**config.mk**
```make
export PLATFORM = sky130hd
export DESIGN_NAME = slice_rd_scheduler_flat
export DESIGN_NICKNAME = d
export VERILOG_FILES = /design/src/rtl/vdcm_dec_pkg.sv /design/src/rtl/slice_rd_scheduler_if.sv /design/src/rtl/slice_rd_scheduler.sv /design/src/flat_wrapper.sv
export SDC_FILE = /design/constraint.sdc
export NUM_CORES = 1
export LEC_CHECK = 0
export BUFFER_PORTS_ARGS = -buffer_cell sky130_fd_sc_hd__buf_4
export CORE_MARGIN = 1
export CORE_UTILIZATION = 55
export CTS_CLUSTER_DIAMETER = 30
export DETAILED_ROUTE_END_ITERATION = 6
export GPL_ROUTABILITY_DRIVEN = 1
export HOLD_SLACK_MARGIN = 0.12
export PLACE_DENSITY = 0.81
export SYNTH_ARGS = -nofsm -noshare
export SYNTH_HDL_FRONTEND = slang
export SYNTH_SLANG_ARGS = --single-unit
```
**constraint.sdc**
```tcl
create_clock -name clk_out_int -period 2.9 [get_ports clk_out_int]
set_input_delay 0.29 -clock clk_out_int [delete_from_list [all_inputs] [get_ports clk_out_int]]
set_output_delay 0.29 -clock clk_out_int [all_outputs]
set_load 0.01 [all_outputs]
```
**src/rtl/vdcm_dec_pkg.sv**
```systemverilog
// Shared types and helpers for the slice read scheduler.
package vdcm_dec_pkg;

    typedef enum logic [1:0] {
        WAIT_SOF = 2'd0,
        READ     = 2'd1,
        DONE     = 2'd2
    } rd_state_e;

    localparam int PIX_PER_WORD = 4;

    // Number of PIX_PER_WORD-pixel words in one slice line; never less than one.
    function automatic logic [15:0] words_per_slice(input logic [15:0] slice_width);
        logic [15:0] w;
        w = slice_width >> $clog2(PIX_PER_WORD);
        if (w == 16'd0) begin
            w = 16'd1;
        end
        return w;
    endfunction

    // Select width that stays legal even for a single-slice build.
    function automatic int sel_width(input int nbr_slices);
        return (nbr_slices > 1) ? $clog2(nbr_slices) : 1;
    endfunction

endpackage

```
**src/rtl/slice_rd_scheduler_if.sv**
```systemverilog
// Read-side bus between the slice sync buffers, the scheduler and the output stage.
// underflow_err exists only when SLICE_RD_SCHED_WDOG_EN is defined.
interface slice_rd_scheduler_if
    import vdcm_dec_pkg::*;
#(
    parameter int MAX_NBR_SLICES = 2
);
    localparam int SEL_W = sel_width(MAX_NBR_SLICES);

    logic [MAX_NBR_SLICES-1:0] buf_empty;
    logic [MAX_NBR_SLICES-1:0] buf_sof;
    logic                      out_ready;
    logic [MAX_NBR_SLICES-1:0] rd_en;
    logic [SEL_W-1:0]          rd_sel;
    logic                      rd_sol;
    logic                      rd_eol;
    logic                      rd_eof;
    logic                      busy;
`ifdef SLICE_RD_SCHED_WDOG_EN
    logic                      underflow_err;
`endif

    // Scheduler side.
    modport master (
        input  buf_empty,
        input  buf_sof,
        input  out_ready,
        output rd_en,
        output rd_sel,
        output rd_sol,
        output rd_eol,
        output rd_eof,
`ifdef SLICE_RD_SCHED_WDOG_EN
        output underflow_err,
`endif
        output busy
    );

    // Buffer / downstream side.
    modport slave (
        output buf_empty,
        output buf_sof,
        output out_ready,
        input  rd_en,
        input  rd_sel,
        input  rd_sol,
        input  rd_eol,
        input  rd_eof,
`ifdef SLICE_RD_SCHED_WDOG_EN
        input  underflow_err,
`endif
        input  busy
    );

endinterface

```
**src/rtl/slice_rd_scheduler.sv**
```systemverilog
// Read-side sequencer for the per-slice output sync buffers (output clock domain).
// Walks slices in raster order, one line chunk per slice, and flags sol/eol/eof.
// Optional stall watchdog with sticky underflow_err: define SLICE_RD_SCHED_WDOG_EN.
//
// state    | meaning
// ---------+--------------------------------------------------------------
// WAIT_SOF | idle, waiting for buf_sof[0] to start a frame
// READ     | frame in progress, one word per fire, pauses on empty/backpressure
// DONE     | single idle cycle after the last word of the frame
module slice_rd_scheduler
    import vdcm_dec_pkg::*;
#(
    parameter int MAX_NBR_SLICES   = 2,
    parameter int MAX_SLICE_WIDTH  = 2560,
    parameter int MAX_SLICE_HEIGHT = 2560
) (
    input  logic                               clk_out_int,
    input  logic                               rst_n,
    input  logic                               flush,
    input  logic [9:0]                         slices_per_line,
    input  logic [$clog2(MAX_SLICE_WIDTH)-1:0] slice_width,
    input  logic [15:0]                        frame_height,
    slice_rd_scheduler_if.master               bus
);

    localparam int SEL_W  = sel_width(MAX_NBR_SLICES);
    localparam int WCNT_W = $clog2(MAX_SLICE_WIDTH >> 2) + 1;

    rd_state_e          state_q, state_d;
    logic [SEL_W-1:0]   rd_sel_q, rd_sel_d;
    logic [WCNT_W-1:0]  word_cnt_q, word_cnt_d;
    logic [15:0]        line_cnt_q, line_cnt_d;
    logic [WCNT_W-1:0]  words_q, words_d;
    logic [15:0]        lines_q, lines_d;
    logic [SEL_W-1:0]   sel_last_q, sel_last_d;

    logic [9:0]         spl_clamped;
    logic [WCNT_W-1:0]  words_n;
    logic [15:0]        lines_n;
    logic [SEL_W-1:0]   sel_last_n;

    logic               sof;
    logic               fire;
    logic               take;
    logic               start_frame;
    logic               last_word;
    logic               last_sel;
    logic               last_line;

    // Only slice 0 carries the frame start for the whole line.
    logic               unused_sof;
    assign unused_sof = ^bus.buf_sof;

    // Frame configuration as it would be latched this cycle (degenerate values fixed up).
    always_comb begin
        spl_clamped = slices_per_line;
        if (slices_per_line == 10'd0) begin
            spl_clamped = 10'd1;
        end else if (slices_per_line > 10'(MAX_NBR_SLICES)) begin
            spl_clamped = 10'(MAX_NBR_SLICES);
        end
        sel_last_n = SEL_W'(spl_clamped - 10'd1);
        words_n    = WCNT_W'(words_per_slice(16'(slice_width)));
        lines_n    = (frame_height == 16'd0) ? 16'd1 : frame_height;
    end

    // Handshake qualifiers; sof and flush both suppress the word of their cycle.
    always_comb begin
        sof         = bus.buf_sof[0];
        fire        = bus.out_ready & ~bus.buf_empty[rd_sel_q];
        take        = (state_q == READ) & fire & ~sof & ~flush;
        start_frame = ~flush & sof & ((state_q == WAIT_SOF) | (state_q == READ));
        last_word   = (word_cnt_q == words_q - WCNT_W'(1));
        last_sel    = (rd_sel_q == sel_last_q);
        last_line   = (line_cnt_q == lines_q - 16'd1);
    end

    // Next-state, counter and config-latch logic.
    always_comb begin
        state_d    = state_q;
        rd_sel_d   = rd_sel_q;
        word_cnt_d = word_cnt_q;
        line_cnt_d = line_cnt_q;
        words_d    = words_q;
        lines_d    = lines_q;
        sel_last_d = sel_last_q;

        if (flush) begin
            state_d    = WAIT_SOF;
            rd_sel_d   = '0;
            word_cnt_d = '0;
            line_cnt_d = '0;
        end else if (start_frame) begin
            // Covers both a normal start and an early header while reading.
            state_d    = READ;
            rd_sel_d   = '0;
            word_cnt_d = '0;
            line_cnt_d = '0;
            words_d    = words_n;
            lines_d    = lines_n;
            sel_last_d = sel_last_n;
        end else begin
            case (state_q)
                WAIT_SOF: begin
                    state_d = WAIT_SOF;
                end
                READ: begin
                    if (take) begin
                        if (last_word) begin
                            word_cnt_d = '0;
                            if (last_sel) begin
                                rd_sel_d   = '0;
                                line_cnt_d = line_cnt_q + 16'd1;
                                if (last_line) begin
                                    state_d = DONE;
                                end
                            end else begin
                                rd_sel_d = rd_sel_q + SEL_W'(1);
                            end
                        end else begin
                            word_cnt_d = word_cnt_q + WCNT_W'(1);
                        end
                    end
                end
                DONE: begin
                    state_d = WAIT_SOF;
                end
                default: begin
                    state_d = WAIT_SOF;
                end
            endcase
        end
    end

    // State, counter and latched-config registers.
    always_ff @(posedge clk_out_int) begin
        if (!rst_n) begin
            state_q    <= WAIT_SOF;
            rd_sel_q   <= '0;
            word_cnt_q <= '0;
            line_cnt_q <= '0;
            words_q    <= WCNT_W'(1);
            lines_q    <= 16'd1;
            sel_last_q <= '0;
        end else begin
            state_q    <= state_d;
            rd_sel_q   <= rd_sel_d;
            word_cnt_q <= word_cnt_d;
            line_cnt_q <= line_cnt_d;
            words_q    <= words_d;
            lines_q    <= lines_d;
            sel_last_q <= sel_last_d;
        end
    end

    // Strobes and markers decoded straight from registered state and this cycle's handshake.
    always_comb begin
        bus.rd_en = '0;
        for (int i = 0; i < MAX_NBR_SLICES; i++) begin
            bus.rd_en[i] = take && (rd_sel_q == SEL_W'(i));
        end
        bus.rd_sel = rd_sel_q;
        bus.rd_sol = take & (rd_sel_q == '0) & (word_cnt_q == '0);
        bus.rd_eol = take & last_word & last_sel;
        bus.rd_eof = take & last_word & last_sel & last_line;
        bus.busy   = (state_q == READ);
    end

`ifdef SLICE_RD_SCHED_WDOG_EN
    logic [15:0] stall_cnt_q, stall_cnt_d;
    logic        underflow_q, underflow_d;
    logic        stall;

    // Count consecutive cycles where downstream is ready but the current buffer is dry.
    always_comb begin
        stall       = (state_q == READ) & bus.out_ready & bus.buf_empty[rd_sel_q] & ~sof & ~flush;
        stall_cnt_d = '0;
        if (stall) begin
            stall_cnt_d = (stall_cnt_q == 16'hFFFF) ? stall_cnt_q : stall_cnt_q + 16'd1;
        end
        underflow_d = underflow_q | (stall_cnt_d == 16'hFFFF);
        if (flush | sof) begin
            underflow_d = 1'b0;
        end
    end

    // Watchdog registers.
    always_ff @(posedge clk_out_int) begin
        if (!rst_n) begin
            stall_cnt_q <= '0;
            underflow_q <= 1'b0;
        end else begin
            stall_cnt_q <= stall_cnt_d;
            underflow_q <= underflow_d;
        end
    end

    assign bus.underflow_err = underflow_q;
`endif

    a_rd_en_onehot: assert property (@(posedge clk_out_int) disable iff (!rst_n)
        $onehot0(bus.rd_en));

    a_height_range: assert property (@(posedge clk_out_int) disable iff (!rst_n)
        start_frame |-> (32'(frame_height) <= MAX_SLICE_HEIGHT));

endmodule

```
**src/flat_wrapper.sv**
```systemverilog
// flat-port wrapper written by rule: the top's interface ports become plain ports
module slice_rd_scheduler_flat import vdcm_dec_pkg::*;
#(
    parameter int MAX_NBR_SLICES   = 2,
    parameter int MAX_SLICE_WIDTH  = 2560,
    parameter int MAX_SLICE_HEIGHT = 2560
)
  (clk_out_int, rst_n, flush, slices_per_line, slice_width, frame_height, bus_buf_empty, bus_buf_sof, bus_out_ready, bus_rd_en, bus_rd_sel, bus_rd_sol, bus_rd_eol, bus_rd_eof, bus_busy);
  slice_rd_scheduler_if #(.MAX_NBR_SLICES(MAX_NBR_SLICES)) bus_i ();
  input  logic clk_out_int;
  input  logic rst_n;
  input  logic flush;
  input  logic [9:0] slices_per_line;
  input  logic [$clog2(MAX_SLICE_WIDTH)-1:0] slice_width;
  input  logic [15:0] frame_height;
  input wire logic [$bits(bus_i.buf_empty)-1:0] bus_buf_empty;
  input wire logic [$bits(bus_i.buf_sof)-1:0] bus_buf_sof;
  input wire logic [$bits(bus_i.out_ready)-1:0] bus_out_ready;
  output wire logic [$bits(bus_i.rd_en)-1:0] bus_rd_en;
  output wire logic [$bits(bus_i.rd_sel)-1:0] bus_rd_sel;
  output wire logic [$bits(bus_i.rd_sol)-1:0] bus_rd_sol;
  output wire logic [$bits(bus_i.rd_eol)-1:0] bus_rd_eol;
  output wire logic [$bits(bus_i.rd_eof)-1:0] bus_rd_eof;
  output wire logic [$bits(bus_i.busy)-1:0] bus_busy;
  assign bus_i.buf_empty = bus_buf_empty;
  assign bus_i.buf_sof = bus_buf_sof;
  assign bus_i.out_ready = bus_out_ready;
  assign bus_rd_en = bus_i.rd_en;
  assign bus_rd_sel = bus_i.rd_sel;
  assign bus_rd_sol = bus_i.rd_sol;
  assign bus_rd_eol = bus_i.rd_eol;
  assign bus_rd_eof = bus_i.rd_eof;
  assign bus_busy = bus_i.busy;
  slice_rd_scheduler #(.MAX_NBR_SLICES(MAX_NBR_SLICES), .MAX_SLICE_WIDTH(MAX_SLICE_WIDTH), .MAX_SLICE_HEIGHT(MAX_SLICE_HEIGHT)) u_core (.clk_out_int(clk_out_int), .rst_n(rst_n), .flush(flush), .slices_per_line(slices_per_line), .slice_width(slice_width), .frame_height(frame_height), .bus(bus_i));
endmodule
```
==> impl_metrics.csv, run 1 <==
group,metric,value,unit
synthesis,synthArstFlopShare,0,
grt,grt.total_usage,0.299,
synthesis,synth_commonest_cells,"63 x nand2_1, 57 x dfxtp_1, 39 x nor2_1",
power,power,1890,µW
critical_path,end_kind,"output port",
synthesis,synthDominantCellAreaShare,0.329,
critical_path,path_max_fanout,3,
critical_path,arrival,2690,ps
power,ir_drop,346,µV
grt,antenna_found_initial,0,
floorplan,row_count,28,
route,wl_per_cell,15.8,µm
sta,tightest_slew,396,ps
worst_hold_path,hp-class,"in -> reg",
sta,finalMaxSlewViolations,0,
clocking,numCtsBuffers,9,
run_status,violations,"setup timing",
final_layout,drive_above_1_share,0.238,
route,drc,0,
clocking,cts.sinks,57,
synthesis,synth_fp_nets,489,
floorplan,die_w,81.4,µm
grt,grt_first_pass_wirelength,15000,µm
synthesis,ys_top_cells_by_area,"dfxtp_1 33%, nand2_1 6.8%, xnor2_1 5.3%",
floorplan,die-area,6620,µm²
synthesis,synth_most_common_cell,"nand2_1",
placement,portBuffers,48,
placement,dpl_cell_area,3980,µm²
sta,fin_ws,-83.5,ps
synthesis,synth-seq-area-share,0.329,
synthesis,yosys.area.top_type,"dfxtp_1",
placement,place_congestion,0.864,
run_status,status,"complete, but fails checks",
critical_path,r2r_slack,60,ps
final_layout,fin_util,0.732,
run,maxCapViolations,0,
sta,max_freq,335,MHz
critical_path,worst_ep_required_time,2610,ps
synthesis,syn-cell-area,3470,µm²
synthesis,synth-main-ff-cell,"dfxtp_1",
floorplan,die_h,81.4,µm
final_layout,diodes,0,
clocking,clock_path_buffers,2,
route,antenna_left,0,
route,drtIter0Drc,330,
synthesis,syn_inst,437,
final_layout,nets,557,
sta,setup_viol,1,
route,dr.pass1.iters,5,
critical_path,critPathKind,"reg -> out",
power,powerDensity,432,nW/µm²
critical_path,reg2reg_from,"u_core.words_q[3]",
sta,min_period,2980,ps
clocking,h-tree-depth,3,
grt,grt_pass1_vias,3190,
worst_hold_path,hp-start,"frame_height[11]",
grt,grt_max_degree,31,
power,p_leak,0.00166,µW
floorplan,core,5990,µm²
route,num_vias,3548,
final_layout,layout-area-overhead-vs-synth,26.6,%
placement,dp_hpwl,6210,µm
critical_path,cp-start-kind,"flip-flop",
synthesis,yosysWarningCount,0,
grt,overflow,0,
critical_path,crit_start,"u_core.line_cnt_q[15]",
clocking,cts_tree,"done",
clocking,clockRootBuffer,"clkbuf_8",
sta,finalHoldViolCount,0,
synthesis,synth_edf_count,0,
synthesis,avgSynthCellArea,7.93,µm²
synthesis,synth.distinct_cells,57,
route,wirelength,9250,µm
sta,fin_skew,4.63,ps
route,via_per_inst,6.08,
clocking,worst_skew_pair.late_latency,330,ps
sta,relSlewSlack,0.734,
floorplan,io_pins,53,
final_layout,stdcell_area,4390,µm²
sta,rsz0062_at_grt,"yes",
synthesis,ys_seq_elements,57,
sta,fin_crit_sh,1.03,
clocking,clkSlewWorstSetupHoldPaths,60,ps
clocking,cts_hold_buffers,0,
floorplan,start_util,0.579,
power by group:
group,internal (µW),switching (µW),leakage [µW]
clock,484,299,0.000112
combinational,146,139,0.00108
sequential,801,24.2,0.000464
total,1430,462,0.00166
path summary, 6_finish.rpt:
path / to / cells after the start
worst max register to register: u_core.word_cnt_q[7] / 8
worst min register to register: u_core.lines_q[1] / 2
worst max-delay path: bus_rd_eof / 8
worst min-delay path: u_core.lines_q[11] / 3
placed cells by master, fill, tap and decap left out, types with 9 or more instances in the layout:
cell type / synthesis / routed
buf_4: 0 / 76
clkbuf_8: 0 / 13
a21boi_0: 24 / 24
inv_1: 13 / 13
a21oi_1: 16 / 16
or3_1: 11 / 11
xor2_1: 14 / 14
nor2_1: 39 / 39
dfxtp_1: 57 / 53
nand2_1: 63 / 63
xnor2_1: 21 / 21
nand3_1: 14 / 14
nand4_1: 9 / 9
or4_1: 10 / 9
worst max-delay path: stages, from the launching register on:
cell       delay, ps
dfxtp_1          330
xnor2_1          320
o22ai_1          180
or4_4            520
a2111oi_4        360
o2111ai_2        200
nor4_2           180
buf_4            170
buf_6            100
cell families after synthesis:
group	share of synthesized area
compound gates	0.182
buf+inv	0.0383
mux	0.0148
fa+ha+maj	0.0217
xor+xnor	0.0884
flops	0.329
simple gates	0.325
cell type report:
class | instances | area (µm²)
multi-input cells | 347 | 2300
clock buffers | 13 | 179
well taps | 75 | 93.8
flip-flops and latches | 57 | 1150
inverters | 13 | 48.8
repair buffers | 77 | 582
fillers | 447 | 1600
clock inverters | 2 | 35.0
per-stage QoR:
| step | cells | TNS, ps | hold WS, ps | setup WS (ps) |
|---|---|---|---|---|
| after floorplan | 437 | 0 | 435 | 198 |
| after global placement | 559 | 0 | 469 | 164 |
| after detailed placement | 559 | 0 | 484 | 34.9 |
| after CTS | 582 | -29.1 | 213 | -29.1 |
| after global routing | 584 | -1710 | 215 | -175 |
| final | 584 | -83.5 | 216 | -83.5 |
metal layers:
metal / track usage / routed length [µm]
met3: 0.0719 / 620
met5: 0 / 0
met4: 0.143 / 336
met2: 0.453 / 4120
met1: 0.395 / 4180
state kept, by name, summed over array words and instances (netlist names):
| name | flops |
|---|---|
| u_core.line_cnt_q | 16 |
| u_core.lines_q | 16 |
| u_core.word_cnt_q | 11 |
| u_core.words_q | 10 |
| u_core.state_q | 2 |
| u_core.bus.rd_sel | 1 |
| u_core.sel_last_q | 1 |
timing repair:
item	in CTS	in global routing
setup endpoints to repair	1	20
gates resized for setup	18	7
pin swaps	6	3
buffers inserted	8	2
No activity file was read; power rests on OpenSTA's default activity.
==> run 2: changes to the inputs <==
--- a/constraint.sdc
+++ b/constraint.sdc
@@ -3,2 +3,2 @@
 set_output_delay 0.29 -clock clk_out_int [all_outputs]
-set_load 0.01 [all_outputs]
+set_load 0.05 [all_outputs]
==> run 2 against run 1 <==
Compared with the run above: the flow still finishes with violations (setup timing); hold slack worse by 15 ps; global-route usage shrank 1.3 points; count of clock-buffer cells in the layout shrank 3; first-iteration DRC count fell by 38%; combinational power hardly changed; setup slack improved by 5.5 ps; cell count fell by 0.17%; utilization increased by 1.0 points; power rose by 7.2%; final area rose by 1.4%; maximum frequency is 0.19% higher; largest power group is now the clock network.
==> impl_metrics.csv, run 2 (synthesized netlist as in run 1, its figures left out) <==
group,metric,value,unit
route,num_vias,3416,
run_status,status,"complete, but fails checks",
route,via_per_inst,5.86,
sta,min_period,2980,ps
placement,portBuffers,48,
sta,finalHoldViolCount,0,
final_layout,final_common_cell,"buf_4",
route,wirelength,8820,µm
placement,place_congestion,0.852,
grt,overflow,0,
route,wl_per_cell,15.1,µm
worst_hold_path,hp-class,"in -> reg",
final_layout,drive_above_1_share,0.256,
sta,rsz0062_at_grt,"yes",
sta,tightest_slew,395,ps
power,p_sw,491,µW
floorplan,die_h,81.4,µm
clocking,cts_tree,"done",
clocking,clockRootBuffer,"clkbuf_8",
final_layout,layout-area-overhead-vs-synth,28.3,%
clocking,cts_hold_buffers,0,
sta,fin_setup_tns,-77.9,ps
route,drc,0,
critical_path,critical_path.top_delay_family,"simple AND/OR/NAND/NOR gates",
power,p_clk_frac,0.452,
clocking,clock_path_buffers,2,
clocking,h-tree-depth,3,
run_status,violations,"setup timing",
floorplan,start_util,0.579,
sta,max_freq,336,MHz
clocking,cts.sinks,57,
grt,grt.total_usage,0.286,
sta,fin_skew,7.73,ps
critical_path,cp_slowest_stage_delay,400,ps
clocking,numCtsBuffers,9,
run,maxCapViolations,0,
critical_path,critical-path-slowest-cell,"nor4_4",
critical_path,path_max_fanout,5,
grt,grt_max_degree,31,
power,intPower,1540,µW
sta,finalMaxSlewViolations,0,
power,ir_drop,326,µV
floorplan,core,5990,µm²
clocking,worst_skew_pair.late_latency,340,ps
final_layout,layout_common_cells,"73 x buf_4, 63 x nand2_1, 50 x dfxtp_1, 37 x nor2_1, 24 x a21boi_0",
sta,relSlewSlack,0.734,
critical_path,path_cells,"inv_1 > ha_2 > o21ba_2 > a221oi_2 > a31oi_1 > nor3_1 > nand4b_1 > nor4_4 > buf_6",
sta,fin_ws,-77.9,ps
critical_path,arrival,2690,ps
final_layout,largestRegisters,"u_core.line_cnt_q (16), u_core.lines_q (16), u_core.word_cnt_q (11)",
route,drtIter0Drc,203,
route,antenna_left,0,
floorplan,row_count,28,
final_layout,fin_util,0.742,
floorplan,die-area,6620,µm²
critical_path,path_buf_inv,2,
power,powerDensity,457,nW/µm²
floorplan,io_pins,53,
sta,fin_crit_sh,1.03,
grt,antenna_found_initial,0,
final_layout,n_fill_cell,438,
critical_path,end_kind,"output port",
grt,grt_pass1_vias,3113,
sta,timing.hold.ws,200,ps
power,p_leak,0.00166,µW
placement,dp_hpwl,6160,µm
power,comb_power_share,0.141,
power,swShare,0.242,
placement,pre_cts_slack,88.6,ps
final_layout,diodes,0,
final_layout,nets,555,
critical_path,worst_ep_required_time,2610,ps
critical_path,critPathKind,"reg -> out",
sta,setup_viol,1,
power,seq_power_share,0.407,
route,dr.pass1.iters,4,
floorplan,die_w,81.4,µm
critical_path,cp-start-kind,"flip-flop",
clocking,clkSlewWorstSetupHoldPaths,60,ps
grt,grt_first_pass_wirelength,14400,µm
-- run 2: changes by cell type in the layout (fill, tap and decap cells not counted), sizes merged --
cell,before,now
clkinv,1,3
clkbuf,13,10
bufinv,1,3
buf,77,75
-- run 2: worst paths after layout --
check | start | endpoint | slack (ps) | cells past startpoint
hold reg to reg | u_core.words_q[1] | u_core.words_q[1] | 490 | 2
setup / recovery | u_core.words_q[0] | bus_rd_eof | -80 | 9
setup reg to reg | u_core.words_q[5] | u_core.line_cnt_q[4] | 60 | 7
hold / removal | frame_height[11] | u_core.lines_q[11] | 200 | 3
-- run 2: power groups by stage --
stage	Sequential [µW]	Combinational, µW	Clock [µW]
floorplan	835	138	0
global placement	836	228	0
detailed placement	838	233	0
CTS	823	263	925
global route	827	313	961
finish	825	287	918
-- run 2: layout make-up --
type / instances / area (µm²) / share of cell area
clock inverter: 6 / 105 / 0.0236
inverter: 13 / 48.8 / 0.0110
multi-input combinational: 347 / 2340 / 0.526
sequential: 57 / 1150 / 0.259
tap: 75 / 93.8 / 0.0211
timing repair buffer: 75 / 571 / 0.128
clock buffer: 10 / 138 / 0.0310
-- run 2: per-layer routing --
layer  GRT usage  up-vias  part of all wire
li1            -     1719                 -
met1       0.390     1586              0.47
met2       0.448       95              0.47
met3      0.0472       16             0.052
met4       0.107        0             0.012
met5           0        -                 0
-- run 2: tightest hold or removal path, stage by stage --
cell      delay (ps)
buf_4            110
nand2_1           40
a21boi_0          60
-- run 2: timing repair --
item                       4_1_cts  5_1_grt
setup endpoints to repair        1       19
resized for setup               17       18
pin swaps                        4        6
cloned                           0        0
setup buffers                    4        5
-- run 2: metrics by stage --
stage | instances | total power (µW) | area, µm²
after global placement | 558 | 1060 | 3990
after global routing | 583 | 2100 | 4450
after detailed placement | 558 | 1070 | 3990
after CTS | 578 | 2010 | 4340
final | 583 | 2030 | 4450
after floorplan | 437 | 973 | 3480
